==> src/rtl/spi_ctrl_pkg.sv <==
// Shared definitions for the SPI register controller: FSM encoding, register
// map addresses and command-byte field positions.
package spi_ctrl_pkg;

  typedef enum logic [1:0] {
    IDLE  = 2'd0,
    CMD   = 2'd1,
    WDATA = 2'd2,
    SKIP  = 2'd3
  } state_e;

  localparam logic [3:0] CTRL_LAST = 4'd7;
  localparam logic [3:0] STAT_BASE = 4'd8;
  localparam logic [3:0] ID_ADDR   = 4'd15;
  localparam int         RW_BIT    = 7;
  localparam logic [3:0] XFER_LEN  = 4'd8;

endpackage

==> src/rtl/spi_byte_evt.sv <==
// Rising-edge detector on the SPI slave's byte-ready level, gated by chip select.
module spi_byte_evt (
  input  logic clk,
  input  logic rst,
  input  logic cs_n,
  input  logic rx_rdy,
  output logic byte_evt
);

  logic rx_rdy_q;

  // History resets high so a byte-ready level already present at reset is not an event.
  always_ff @(posedge clk or posedge rst) begin
    if (rst) rx_rdy_q <= 1'b1;
    else     rx_rdy_q <= rx_rdy;
  end

  assign byte_evt = rx_rdy & ~rx_rdy_q & ~cs_n;

endmodule

==> src/rtl/spi_reg_ctrl.sv <==
// SPI command decoder: writes control registers 0..7 and presents read data
// (control, status, ID) for the next frame, with a sticky illegal-access flag.
module spi_reg_ctrl
  import spi_ctrl_pkg::*;
#(
  parameter logic [7:0] ID_VAL = 8'hA5
) (
  input  logic        clk,
  input  logic        rst,
  input  logic        cs_n,
  input  logic        rx_rdy,
  input  logic [7:0]  rx_data,
  output logic [3:0]  xfer_len,
  output logic [7:0]  tx_data,
  input  logic [31:0] status_in,
  output logic [63:0] ctrl_regs,
  output logic [7:0]  wr_strobe,
  output logic        cmd_err
);

  state_e     state_q, state_d;
  logic [3:0] wr_ptr_q, wr_ptr_d;
  logic [3:0] rd_ptr_q, rd_ptr_d;
  logic [7:0] ctrl_q [8];
  logic [7:0] ctrl_d [8];
  logic [7:0] strobe_q, strobe_d;
  logic       err_q, err_d;
  logic       noinc_q, noinc_d;
  logic       armed_q, armed_d;
  logic       byte_evt;

  spi_byte_evt u_byte_evt (
    .clk      (clk),
    .rst      (rst),
    .cs_n     (cs_n),
    .rx_rdy   (rx_rdy),
    .byte_evt (byte_evt)
  );

  // NOTE: every variable gets a default at the top so no path leaves it unassigned (no latches).
  always_comb begin
    state_d  = state_q;
    wr_ptr_d = wr_ptr_q;
    rd_ptr_d = rd_ptr_q;
    ctrl_d   = ctrl_q;
    strobe_d = '0;
    err_d    = err_q;
    noinc_d  = noinc_q;
    // A frame cut by reset must not resume until chip select has been seen idle.
    armed_d  = armed_q | cs_n;

    if (cs_n) begin
      if (state_q != IDLE) begin
        state_d = IDLE;
        noinc_d = 1'b0;
        if (!noinc_q) rd_ptr_d = rd_ptr_q + 4'd1;
      end
    end else begin
      unique case (state_q)
        IDLE: if (armed_q) state_d = CMD;
        CMD: if (byte_evt) begin
          if (rx_data[6:4] != 3'b000) begin
            err_d   = 1'b1;
            noinc_d = 1'b1;
            state_d = SKIP;
          end else if (rx_data[RW_BIT]) begin
            rd_ptr_d = rx_data[3:0];
            noinc_d  = 1'b1;
            state_d  = SKIP;
          end else begin
            wr_ptr_d = rx_data[3:0];
            state_d  = WDATA;
          end
        end
        WDATA: if (byte_evt) begin
          wr_ptr_d = wr_ptr_q + 4'd1;
          if (wr_ptr_q <= CTRL_LAST) begin
            ctrl_d[wr_ptr_q[2:0]]   = rx_data;
            strobe_d[wr_ptr_q[2:0]] = 1'b1;
            // Reg 7 bit 7 is a self-clearing error-clear command, never stored.
            if (wr_ptr_q == CTRL_LAST) begin
              ctrl_d[7][7] = 1'b0;
              if (rx_data[7]) err_d = 1'b0;
            end
          end else begin
            err_d   = 1'b1;
            noinc_d = 1'b1;
          end
        end
        SKIP: ;
      endcase
    end
  end

  // NOTE: sequential state uses non-blocking assignments only; the register file is reset
  // because its contents are visible on ctrl_regs straight out of reset.
  always_ff @(posedge clk or posedge rst) begin
    if (rst) begin
      state_q  <= IDLE;
      wr_ptr_q <= '0;
      rd_ptr_q <= '0;
      for (int i = 0; i < 8; i++) ctrl_q[i] <= '0;
      strobe_q <= '0;
      err_q    <= 1'b0;
      noinc_q  <= 1'b0;
      armed_q  <= 1'b0;
    end else begin
      state_q  <= state_d;
      wr_ptr_q <= wr_ptr_d;
      rd_ptr_q <= rd_ptr_d;
      ctrl_q   <= ctrl_d;
      strobe_q <= strobe_d;
      err_q    <= err_d;
      noinc_q  <= noinc_d;
      armed_q  <= armed_d;
    end
  end

  always_comb begin
    tx_data = 8'h00;
    if (rd_ptr_q <= CTRL_LAST)               tx_data = ctrl_q[rd_ptr_q[2:0]];
    else if (rd_ptr_q < STAT_BASE + 4'd4)    tx_data = status_in[{rd_ptr_q[1:0], 3'b000} +: 8];
    else if (rd_ptr_q == ID_ADDR)            tx_data = ID_VAL;
  end

  for (genvar g = 0; g < 8; g++) begin : g_ctrl
    assign ctrl_regs[8*g +: 8] = ctrl_q[g];
  end

  assign wr_strobe = strobe_q;
  assign cmd_err   = err_q;
  assign xfer_len  = XFER_LEN;

endmodule

==> config.mk <==
export PLATFORM = sky130hd
export DESIGN_NAME = spi_reg_ctrl
export DESIGN_NICKNAME = d
export VERILOG_FILES = /design/src/rtl/spi_ctrl_pkg.sv /design/src/rtl/spi_byte_evt.sv /design/src/rtl/spi_reg_ctrl.sv
export SDC_FILE = /design/constraint.sdc
export NUM_CORES = 1
export LEC_CHECK = 0
export BUFFER_PORTS_ARGS = -buffer_cell sky130_fd_sc_hd__buf_2
export CAP_MARGIN = 20
export CELL_PAD_IN_SITES_DETAIL_PLACEMENT = 0
export CELL_PAD_IN_SITES_GLOBAL_PLACEMENT = 2
export CORE_AREA = 2 2 125 127
export DETAILED_ROUTE_END_ITERATION = 6
export DIE_AREA = 0 0 127 129
export PLACE_DENSITY = 0.7
export RECOVER_POWER = 100
export SLEW_MARGIN = 20
export SYNTH_ARGS = -nofsm -noshare
export SYNTH_HDL_FRONTEND = slang
export SYNTH_HIERARCHICAL = 1
export SYNTH_SLANG_ARGS = --single-unit
==> constraint.sdc <==
create_clock -name clk -period 2.3 [get_ports clk]
set_input_delay 0.115 -clock clk [delete_from_list [all_inputs] [get_ports clk]]
set_output_delay 0.115 -clock clk [all_outputs]
set_load 0.005 [all_outputs]
==> insert_results.sql <==
INSERT INTO impl_metrics (metric_group, metric, value, unit) VALUES
('die', 'floorplan.rows', '45', ''),
('clocking', 'numClockSinks', '86', ''),
('route', 'drt_first_iter_violations', '275', ''),
('timing', 'rsz0062_at_grt', 'false', ''),
('placed_design', 'detailed_place_hpwl', '9553', 'µm'),
('min_path', 'classification_of_the_worst_slack_hold_path', 'input pin to register', ''),
('placed_design', 'io_buffer_count', '124', ''),
('yosys', 'synthDominantAreaCellType', 'dfrtp_1', ''),
('yosys', 'async_flop_share', '1.000', ''),
('layout', 'insertedDiodeCount', '0', ''),
('yosys', 'synthDominantCellAreaShare', '0.4830', ''),
('route', 'routedWlPerCell', '20.34', 'µm'),
('timing', 'worst_pin_slew', '1.251', 'ns'),
('route', 'drt_drc_violations_left', '0', ''),
('route', 'drt_pass1_iterations', '5', ''),
('yosys', 'ys_top_cells_by_area', 'dfrtp_1 48%, mux2_2 12%, mux4_2 10%, mux2_4 5.5%, nand2_1 1.9%', ''),
('global_route', 'track_usage', '0.1644', ''),
('power', 'ir_drop', '0.3934', 'mV'),
('global_route', 'grt_pass1_wl', '19980', 'µm'),
('route', 'drtAntennaViolNets', '0', ''),
('worst_setup_path', 'arrival_time_at_the_worst_endpoint', '2.07', 'ns'),
('yosys', 'synth_area_per_cell', '12.92', 'µm²'),
('layout', 'layout-drive-gt1-share', '0.3966', ''),
('yosys', 'synth-seq-cells', '86', ''),
('yosys', 'top_ff_cell_synth', 'dfrtp_1', ''),
('yosys', 'synth_cell_type_count', '47', ''),
('clocking', 'cts_inserted_buffers', '9', ''),
('power', 'power_leakage', '2.765', 'nW'),
('yosys', 'synthCells', '341', ''),
('layout', 'final_util', '0.3687', ''),
('job', 'max-cap-violations', '0', ''),
('worst_setup_path', 'worstSetupStartpointType', 'register', ''),
('die', 'chip_width', '127', 'µm'),
('clocking', 'clock_insertion_delay_worst_skew', '0.35', 'ns'),
('clocking', 'cts.clk_slew.worst_paths', '0.06', 'ns'),
('global_route', 'grt_overflow', '0', ''),
('global_route', 'antenna_found_initial', '0', ''),
('route', 'vias', '3320', ''),
('clocking', 'clock_tree_from_tritoncts', 'built', ''),
('die', 'die_h', '129', 'µm'),
('layout', 'finish.net_count', '515', ''),
('power', 'p_per_area', '706.0', 'mW/mm²'),
('layout', 'areaGrowthSynthToFinish', '25.37', '%'),
('timing', 'setup_viol_count_final', '0', ''),
('die', 'floorplan.initialDensity', '0.2941', ''),
('die', 'core_region_area', '0.01498', 'mm²'),
('placed_design', 'detailedPlace.worstSlack', '0.08950', 'ns'),
('timing', 'maxSlewHeadroom', '0.1662', ''),
('clocking', 'cts.htree.levels', '3', ''),
('die', 'ios', '129', ''),
('worst_setup_path', 'path_class', 'register to primary output', ''),
('worst_setup_path', 'crit_path_max_fanout', '10', ''),
('timing', 'worst_slack', '0.1167', 'ns'),
('timing', 'min_period', '2.183', 'ns'),
('run_status', 'outcome', 'complete, no violations', ''),
('timing', 'slew_violations', '0', ''),
('route', 'post_drt_via_cell_ratio', '5.015', ''),
('die', 'die_area', '0.01638', 'mm²'),
('global_route', 'pin_count_of_the_biggest_net_entering_global_routing', '50', ''),
('global_route', 'first_global_vias', '3277', ''),
('yosys', 'synth_seq_area_share', '0.4889', ''),
('clocking', 'maximum_buffer_depth_of_the_clock_tree', '2', ''),
('timing', 'aggregate_negative_setup_slack', '0', 'ns'),
('placed_design', 'routabilityCongestion', '0.7928', ''),
('layout', 'mostFrequentLayoutCells', '84 x dfrtp_1, 75 x buf_2, 50 x clkbuf_1', ''),
('yosys', 'number_of_flops_mapped_to_enable_cells_by_yosys', '0', ''),
('layout', 'final_common_cell', 'dfrtp_1', ''),
('worst_setup_path', 'setup.worst_path.end_class', 'primary output', ''),
('timing', 'hold_fails_final_rpt', '0', ''),
('clocking', 'clock-root-buffer', 'clkbuf_16', ''),
('yosys', 'yosys_warnings', '6', ''),
('route', 'route.final.wire_length', '13460', 'µm'),
('worst_setup_path', 'crit_required', '2.18', 'ns'),
('yosys', 'netlist_area', '0.004404', 'mm²'),
('timing', 'final_period_util', '0.9492', ''),
('timing', 'post_route_clock_skew', '0.006943', 'ns'),
('timing', 'maxClockFrequency', '458.0', 'MHz');
-- state kept, by name, summed over array words and instances, names as in the netlist --
| register | count |
|---|---|
| armed_q | 1 |
| cmd_err | 1 |
| ctrl_regs | 64 |
| noinc_q | 1 |
| rd_ptr_q | 4 |
| state_q | 2 |
| u_byte_evt/rx_rdy_q | 1 |
| wr_ptr_q | 4 |
| wr_strobe | 8 |
-- stage by stage --
step                      std cells  cell area [µm²]  power, mW  hold WS [ns]
after floorplan                 343             4415      2.050      0.004697
after global placement          643             5293      2.281        0.1457
after detailed placement        643             5293      2.287        0.1479
after CTS                       661             5647      3.936        0.1533
after global routing            662             5522      4.058        0.1763
final                           662             5522      3.898        0.1610
-- synth_stat cells, types with 2 or more instances --
cell type	number
a211oi_1	2
or2_2	2
buf_2	3
and3_1	2
a22oi_1	8
buf_4	4
o22a_1	2
o221a_2	2
nor2_1	8
nand2b_1	4
nand4b_1	3
mux2i_1	8
dfrtp_1	85
conb_1	2
a21oi_1	8
inv_1	14
ha_1	2
nor3_1	3
nor2b_1	5
mux2_4	16
clkbuf_1	17
mux4_2	20
buf_1	4
a31oi_1	3
o22ai_1	4
o21ai_0	12
nand3_1	4
mux2_2	47
or4b_1	2
nor3b_2	2
nand2_1	22
a2bb2oi_1	3
o221ai_1	4
-- path summary, 6_finish.rpt --
| kind | from | to | slack, ns | cells past startpoint |
|---|---|---|---|---|
| max in group asynchronous | rst | ctrl_regs[20] | 0.76 | 4 |
| hold / removal | cs_n | state_q[1] | 0.16 | 3 |
| hold reg to reg | armed_q | armed_q | 0.46 | 1 |
| setup reg to reg | u_byte_evt/rx_rdy_q | ctrl_regs[58] | 0.23 | 6 |
| min in group asynchronous | rst | u_byte_evt/rx_rdy_q | 0.34 | 3 |
| setup / recovery | rd_ptr_q[0] | tx_data[6] | 0.12 | 5 |
-- layer usage --
layer  up-vias  global-route usage  part of all wire
met5         -                   0                 0
met2       119              0.2555              0.46
li1       1514                   -                 -
met4         0             0.05171             0.017
met1      1675              0.2303              0.47
met3        12             0.03659             0.054
-- cell families after synthesis --
kind of cell             after synthesis  synth area share
AO/OA/AOI/OAI                         50           0.07699
adder cells (fa/ha/maj)                2          0.005681
buffers and inverters                 44           0.04375
flip-flops                            86            0.4889
multiplexers                          91            0.2952
other                                  2          0.001705
AND/OR/NAND/NOR                       66           0.08779
-- power breakdown --
group          internal [mW]  switching (mW)
logic                  0.295           0.346
registers               1.55          0.0644
clock network           1.02           0.622
total                   2.87            1.03
-- area by class of cell --
| class | count | area (µm²) |
|---|---|---|
| Timing Repair Buffer | 145 | 732.0 |
| Inverter | 14 | 56.30 |
| Tap cell | 188 | 235.2 |
| Multi-Input combinational cell | 213 | 2009 |
| Clock buffer | 12 | 256.5 |
| Clock inverter | 4 | 77.57 |
| Fill cell | 1527 | 9455 |
| Sequential cell | 86 | 2155 |
-- critical path, stage by stage, from the launching register on --
cell and delay [ns]:
dfrtp_2 0.51, buf_4 0.31, mux4_2 0.53, a22oi_1 0.17
nand2_1 0.07, buf_2 0.13
-- timing repair --
item	in CTS	in global routing
endpoints found under the setup margin	0	9
hold buffers	2	0
endpoints found under the hold margin	38	0
buffers inserted	0	0
gates resized for setup	0	1
Power figures use the tool's default switching activity.
